**src/rtl/log2_seq_pkg.sv**
```systemverilog
// Shared types and width helpers for the sequential base-2 logarithm.
// Optional feature macro: LOG2_SEQ_ROUND_EN (round-half-up of the fraction).
package log2_seq_pkg;

  typedef enum logic [1:0] {
    IDLE = 2'd0,
    NORM = 2'd1,
    FRAC = 2'd2,
    DONE = 2'd3
  } state_t;

  // Integer-part width needed to hold a bit index of a width-bit operand.
  function automatic int int_w(input int width);
    return $clog2(width);
  endfunction

  // Result width: integer part followed by frac fraction bits.
  function automatic int out_w(input int width, input int frac);
    return $clog2(width) + frac;
  endfunction

endpackage

```
**src/rtl/log2_seq_if.sv**
```systemverilog
// Operand/result handshake bundle for log2_seq.
// The master side presents operands and consumes results; the slave is the log2 engine.
interface log2_seq_if
  import log2_seq_pkg::*;
#(
  parameter int WIDTH     = 32,
  parameter int FRAC_BITS = 8
) ();

  localparam int OUT_W = out_w(WIDTH, FRAC_BITS);

  logic             in_valid;
  logic             in_ready;
  logic [WIDTH-1:0] in0;
  logic             out_valid;
  logic             out_ready;
  logic [OUT_W-1:0] out0;
  logic             zero_err;

  modport master (
    output in_valid, in0, out_ready,
    input  in_ready, out_valid, out0, zero_err
  );

  modport slave (
    input  in_valid, in0, out_ready,
    output in_ready, out_valid, out0, zero_err
  );

endinterface

```
**src/rtl/log2_lod.sv**
```systemverilog
// Leading-one detector: index of the most significant set bit plus an all-zero flag.
// Purely combinational; an all-zero input reports index 0.
module log2_lod #(
  parameter int WIDTH = 32,
  parameter int INT_W = $clog2(WIDTH)
) (
  input  logic [WIDTH-1:0] vec_s,
  output logic [INT_W-1:0] msb_idx_s,
  output logic             is_zero_s
);

  // Scan upward so the highest set bit wins the last assignment.
  always_comb begin
    msb_idx_s = {INT_W{1'b0}};
    for (int i = 0; i < WIDTH; i++) begin
      if (vec_s[i]) begin
        msb_idx_s = INT_W'(i);
      end else begin
        msb_idx_s = msb_idx_s;
      end
    end
  end

  assign is_zero_s = ~|vec_s;

endmodule

```
**src/rtl/log2_seq.sv**
```systemverilog
// Sequential fixed-point log2: integer part from the leading-one position, fraction
// bits from repeated squaring of the normalised mantissa, one bit per clock.
// Optional feature macro: LOG2_SEQ_ROUND_EN adds one iteration and rounds half-up,
// saturating the fraction at all-ones instead of carrying into the integer part.
module log2_seq
  import log2_seq_pkg::*;
#(
  parameter int WIDTH     = 32,
  parameter int FRAC_BITS = 8
) (
  input logic       clk,
  input logic       rst,
  log2_seq_if.slave bus
);

  localparam int INT_W = int_w(WIDTH);
  localparam int OUT_W = out_w(WIDTH, FRAC_BITS);
`ifdef LOG2_SEQ_ROUND_EN
  localparam int ITERS = FRAC_BITS + 1;
`else
  localparam int ITERS = FRAC_BITS;
`endif
  localparam int CNT_W = $clog2(ITERS + 1);

  state_t             state_r;
  logic               in_ready_r;
  logic               out_valid_r;
  logic               zero_err_r;
  logic [OUT_W-1:0]   out0_r;
  logic [WIDTH-1:0]   op_r;
  logic [WIDTH-1:0]   m_r;
  logic [INT_W-1:0]   k_r;
  logic [CNT_W-1:0]   cnt_r;
  logic [ITERS-1:0]   frac_sr_r;

  logic [INT_W-1:0]   lod_idx_s;
  logic               lod_zero_s;
  logic [INT_W-1:0]   shamt_s;
  logic [WIDTH-1:0]   norm_s;
  logic [2*WIDTH-1:0] sq_s;
  logic [WIDTH:0]     sq_hi_s;
  logic               bit_s;
  logic [WIDTH-1:0]   m_next_s;
  logic [FRAC_BITS-1:0] frac_s;

  log2_lod #(.WIDTH(WIDTH), .INT_W(INT_W)) u_lod (
    .vec_s     (op_r),
    .msb_idx_s (lod_idx_s),
    .is_zero_s (lod_zero_s)
  );

  // Normalise the captured operand so its leading one sits in the MSB (1.(W-1) format).
  always_comb begin
    shamt_s = INT_W'(WIDTH - 1) - lod_idx_s;
    norm_s  = op_r << shamt_s;
  end

  // Square the mantissa; keep the top W+1 bits, then renormalise by one position
  // when the square reached [2,4), which is exactly when the next fraction bit is 1.
  always_comb begin
    sq_s     = {{WIDTH{1'b0}}, m_r} * {{WIDTH{1'b0}}, m_r};
    sq_hi_s  = (WIDTH + 1)'(sq_s >> (WIDTH - 1));
    bit_s    = sq_hi_s[WIDTH];
    if (bit_s) begin
      m_next_s = sq_hi_s[WIDTH:1];
    end else begin
      m_next_s = sq_hi_s[WIDTH-1:0];
    end
  end

  // Final fraction: raw bits, or rounded on the guard bit with saturation at all-ones.
  always_comb begin
    frac_s = {FRAC_BITS{1'b0}};
`ifdef LOG2_SEQ_ROUND_EN
    if (&frac_sr_r[ITERS-1:1]) begin
      frac_s = frac_sr_r[ITERS-1:1];
    end else begin
      frac_s = frac_sr_r[ITERS-1:1] + FRAC_BITS'(frac_sr_r[0]);
    end
`else
    frac_s = frac_sr_r;
`endif
  end

  // Control FSM with registered handshake and result outputs.
  always_ff @(posedge clk) begin
    if (rst) begin
      state_r     <= IDLE;
      in_ready_r  <= 1'b1;
      out_valid_r <= 1'b0;
      zero_err_r  <= 1'b0;
      out0_r      <= {OUT_W{1'b0}};
      op_r        <= {WIDTH{1'b0}};
      m_r         <= {WIDTH{1'b0}};
      k_r         <= {INT_W{1'b0}};
      cnt_r       <= {CNT_W{1'b0}};
      frac_sr_r   <= {ITERS{1'b0}};
    end else begin
      case (state_r)
        IDLE: begin
          if (bus.in_valid && in_ready_r) begin
            op_r       <= bus.in0;
            in_ready_r <= 1'b0;
            state_r    <= NORM;
          end else begin
            state_r    <= IDLE;
          end
        end
        NORM: begin
          k_r       <= lod_idx_s;
          m_r       <= norm_s;
          cnt_r     <= CNT_W'(ITERS);
          frac_sr_r <= {ITERS{1'b0}};
          if (lod_zero_s) begin
            out0_r      <= {OUT_W{1'b0}};
            zero_err_r  <= 1'b1;
            out_valid_r <= 1'b1;
            state_r     <= DONE;
          end else begin
            state_r     <= FRAC;
          end
        end
        FRAC: begin
          if (cnt_r != {CNT_W{1'b0}}) begin
            m_r       <= m_next_s;
            frac_sr_r <= (frac_sr_r << 1'b1) | ITERS'(bit_s);
            cnt_r     <= cnt_r - CNT_W'(1);
          end else begin
            out0_r      <= {k_r, frac_s};
            zero_err_r  <= 1'b0;
            out_valid_r <= 1'b1;
            state_r     <= DONE;
          end
        end
        DONE: begin
          if (bus.out_ready) begin
            out_valid_r <= 1'b0;
            in_ready_r  <= 1'b1;
            state_r     <= IDLE;
          end else begin
            state_r     <= DONE;
          end
        end
        default: begin
          out_valid_r <= 1'b0;
          in_ready_r  <= 1'b1;
          state_r     <= IDLE;
        end
      endcase
    end
  end

  assign bus.in_ready  = in_ready_r;
  assign bus.out_valid = out_valid_r;
  assign bus.out0      = out0_r;
  assign bus.zero_err  = zero_err_r;

endmodule

```
**src/flat_wrapper.sv**
```systemverilog
// flat-port wrapper written by rule: the top's interface ports become plain ports
module log2_seq_flat import log2_seq_pkg::*;
#(
  parameter int WIDTH     = 32,
  parameter int FRAC_BITS = 8
)
  (clk, rst, bus_in_valid, bus_in0, bus_out_ready, bus_in_ready, bus_out_valid, bus_out0, bus_zero_err);
  log2_seq_if #(.WIDTH(WIDTH), .FRAC_BITS(FRAC_BITS)) bus_i ();
  input logic clk;
  input logic rst;
  input wire logic [$bits(bus_i.in_valid)-1:0] bus_in_valid;
  input wire logic [$bits(bus_i.in0)-1:0] bus_in0;
  input wire logic [$bits(bus_i.out_ready)-1:0] bus_out_ready;
  output wire logic [$bits(bus_i.in_ready)-1:0] bus_in_ready;
  output wire logic [$bits(bus_i.out_valid)-1:0] bus_out_valid;
  output wire logic [$bits(bus_i.out0)-1:0] bus_out0;
  output wire logic [$bits(bus_i.zero_err)-1:0] bus_zero_err;
  assign bus_i.in_valid = bus_in_valid;
  assign bus_i.in0 = bus_in0;
  assign bus_i.out_ready = bus_out_ready;
  assign bus_in_ready = bus_i.in_ready;
  assign bus_out_valid = bus_i.out_valid;
  assign bus_out0 = bus_i.out0;
  assign bus_zero_err = bus_i.zero_err;
  log2_seq #(.WIDTH(WIDTH), .FRAC_BITS(FRAC_BITS)) u_core (.clk(clk), .rst(rst), .bus(bus_i));
endmodule
```
**config.mk**
```make
export PLATFORM = sky130hd
export DESIGN_NAME = log2_seq_flat
export DESIGN_NICKNAME = d
export VERILOG_FILES = /design/src/rtl/log2_seq_pkg.sv /design/src/rtl/log2_seq_if.sv /design/src/rtl/log2_lod.sv /design/src/rtl/log2_seq.sv /design/src/flat_wrapper.sv
export SDC_FILE = /design/constraint.sdc
export NUM_CORES = 2
export LEC_CHECK = 0
export CELL_PAD_IN_SITES_DETAIL_PLACEMENT = 1
export CELL_PAD_IN_SITES_GLOBAL_PLACEMENT = 2
export CORE_MARGIN = 5
export CORE_UTILIZATION = 25
export CTS_CLUSTER_SIZE = 12
export DETAILED_ROUTE_END_ITERATION = 10
export PLACE_DENSITY_LB_ADDON = 0.1
export SYNTH_ARGS = -nofsm -noshare
export SYNTH_HDL_FRONTEND = slang
export SYNTH_HIERARCHICAL = 1
export SYNTH_SLANG_ARGS = --single-unit
```
**constraint.sdc**
```tcl
create_clock -name clk -period 10.98 [get_ports clk]
set_input_delay 1.098 -clock clk [delete_from_list [all_inputs] [get_ports clk]]
set_output_delay 1.098 -clock clk [all_outputs]
set_load 0.01 [all_outputs]
```
==> reports/results.ini <==
[routing]
wl_um = 123000
drc = 0
wl_per_cell_um = 21.9
first_pass_iters = 4
vias = 24800
postRouteAntennaNets = 0
avgViaCountPerCell = 4.41
drt_iter0_drc = 932

[sta]
finalSetupTns_ps = 0
drv_slew = 0
hold_slack_ps = 459
rsz0062_at_grt = false
fin_crit_ps = 9810
fmax_ghz = 0.102
fin_crit_sh = 0.894
finClkSkew_ps = 14.9
slew_headroom = 0.0924
worst_pin_slew_ps = 1360
finalHoldViolCount = 0
setup_viol = 0

[worst_setup_path]
required_ps = 11210
cp_common_cell = fa_1
crit_path_start_kind = flop
cp_slowest_cell = dfxtp_1
r2r-start = u_core/m_r[10]
path_delay_family = adder cells
crit_buf_inv = 5
critical_path_arrival_ps = 10050
cpPeakStageDelay_ps = 1210
path_max_fanout = 23
crit_start = u_core/m_r[10]
worstSetupPathType = reg -> reg
endpoint_kind = flop

[layout]
instances_no_fill = 5613
area_growth_pct = 8.57
post-route-util = 0.273
drive_gt1_frac = 0.0432
nets = 4937

[clocking]
holdBufCountCts = 0
cts.sinks = 99
clock_path_buffers = 2
cts_setup_buffers = 0
clk_latency_ps = 370
cts_tree = yes
numCtsBuffers = 9
htree_levels = 3
cts_resized = 0
cts_root_buffer = clkbuf_16
cts.clk_slew.worst_paths_ps = 80

[global_routing]
grt_pass1_vias = 29300
grt_max_degree = 53
antenna_found_initial = 10
grt_usage = 0.171
grt_first_pass_wirelength_um = 189000
grt-ovfl-total = 0

[power_and_ir_drop]
combPwrFrac = 0.784
seqPwrFrac = 0.136
p_leak_nw = 19.6
power_density_nw_per_um2 = 115
switching_share = 0.587
p_clk_frac = 0.080
power_switching_w = 0.00253
power.internal_w = 0.00178
peakVddDrop_v = 0.0000811
power_w = 0.00432

[outcome]
status = completed

[logic_synthesis]
ys_async_sr_fraction = 0
synth-warning-count = 6
synth-seq-cells = 99
synth_cell_types = 69
synth.cell_area_sq_um = 34600
synth_edf_count = 0
ys_seq_area_frac = 0.0573
synth_nets = 4982
avgSynthCellArea_sq_um = 8.97
netlist_instances = 3857
synth_flop_cell = dfxtp_1

[placement]
hpwl_um = 103000
numPortBuffers = 51
dpl.cell_count = 5595
place_congestion = 0.757

[die]
fp.dieArea_sq_um = 146000
start_util = 0.252
ios = 52
fp-row-count = 136
die_w_um = 382
core_sq_um = 137000
die_h_um = 382

[min_path]
min-delay-start = u_core/bus.out0[7]
hp-class = reg -> reg

[job]
cap_viol_max_count = 0

==> worst paths after layout <==
kind,to,slack (ps),depth (start not counted)
min reg2reg,u_core/bus.out0[7],460,2
max,u_core/m_r[5],1170,27
max reg2reg,u_core/m_r[5],1170,27
min,u_core/bus.out0[7],460,2
==> logic make-up after synthesis <==
family,count (synthesis),synth area share
buf+inv,1163,0.126
mux,73,0.0283
flops,99,0.0573
xor+xnor,81,0.0207
fa+ha+maj,1089,0.565
compound gates,407,0.0739
simple gates,945,0.128
==> stage by stage <==
stage	worst slack (ps)	area (sq um)
global route	608	37600
CTS	1030	37600
floorplan	3180	34600
detailed placement	1040	37300
global placement	1200	37300
finish	1170	37600
==> power by group through the flow <==
stage	combinational [W]	sequential, W	clock (W)
detailed placement	0.00349	0.000603	0
finish	0.00338	0.000589	0.000343
global route	0.00383	0.000601	0.000375
CTS	0.00351	0.000593	0.000363
floorplan	0.00226	0.000447	0
global placement	0.00349	0.000604	0
==> worst min-delay path, stage by stage, from the launching register on <==
cell	delay, ps
dfxtp_1	310
nand2_1	50
a21oi_1	50
==> layer usage <==
metal | share of wire | track usage
met5 | 0 | 0
met4 | 0.013 | 0.0214
met3 | 0.017 | 0.00962
met2 | 0.52 | 0.315
met1 | 0.45 | 0.228
==> cell usage in the layout, fill, tap and decap left out, types with 6 or more instances in the layout <==
master	synthesis	layout
o31ai_1	6	6
clkdlybuf4s50_1	0	50
ha_1	298	298
a221oi_1	6	6
a21o_1	30	30
o211ai_1	8	8
a31oi_1	12	12
nor3_1	39	39
xor2_1	40	40
dfxtp_2	0	15
a311oi_1	6	6
nand4_1	15	15
nor2b_1	18	17
nor2_1	123	122
nand2_1	434	434
buf_4	1	67
o21ai_0	66	65
mux4_2	18	18
xnor2_1	40	40
a211oi_1	24	24
nand3_1	43	43
clkbuf_16	0	9
nand2b_1	9	9
nor4_1	10	10
mux2_2	19	19
o21a_1	7	7
o21bai_1	16	16
fa_1	791	791
inv_1	988	988
a31o_2	12	12
dfxtp_1	99	84
mux2i_1	35	35
o22ai_1	9	9
a21oi_1	159	158
and2_1	230	230
==> state kept, by name, indices dropped and copies added, names as in the netlist <==
name,flops
u_core/m_r,32
u_core/bus.zero_err,1
u_core/frac_s,8
u_core/bus.in_ready,1
u_core/state_r,2
u_core/bus.out0,13
u_core/k_r,5
u_core/op_r,32
u_core/bus.out_valid,1
u_core/cnt_r,4
==> cells in the mapped netlist, types with 19 or more instances <==
cell type	count	area share
dfxtp_1	99	0.057
xor2_1	40	0.010
nand2_1	434	0.047
nand3_1	43	0.0062
mux2_2	19	0.0062
o21ai_0	66	0.0095
ha_1	298	0.11
a211oi_1	24	0.0052
nor3_1	39	0.0056
a21o_1	30	0.0065
fa_1	791	0.46
xnor2_1	40	0.010
nor2_1	123	0.013
a21oi_1	159	0.023
clkbuf_1	160	0.017
mux2i_1	35	0.010
and2_1	230	0.042
inv_1	988	0.11
==> final cells by class <==
| cell class | instances | area [sq um] |
|---|---|---|
| antenna | 2 | 5.00 |
| clock buffer | 10 | 239 |
| clock inverter | 6 | 63.8 |
| fill | 16100 | 99900 |
| inverter | 990 | 3720 |
| multi-input combinational | 2595 | 28300 |
| sequential | 99 | 2000 |
| tap | 1794 | 2240 |
| timing repair buffer | 117 | 1000 |
No activity file was read; power rests on OpenSTA's default activity.
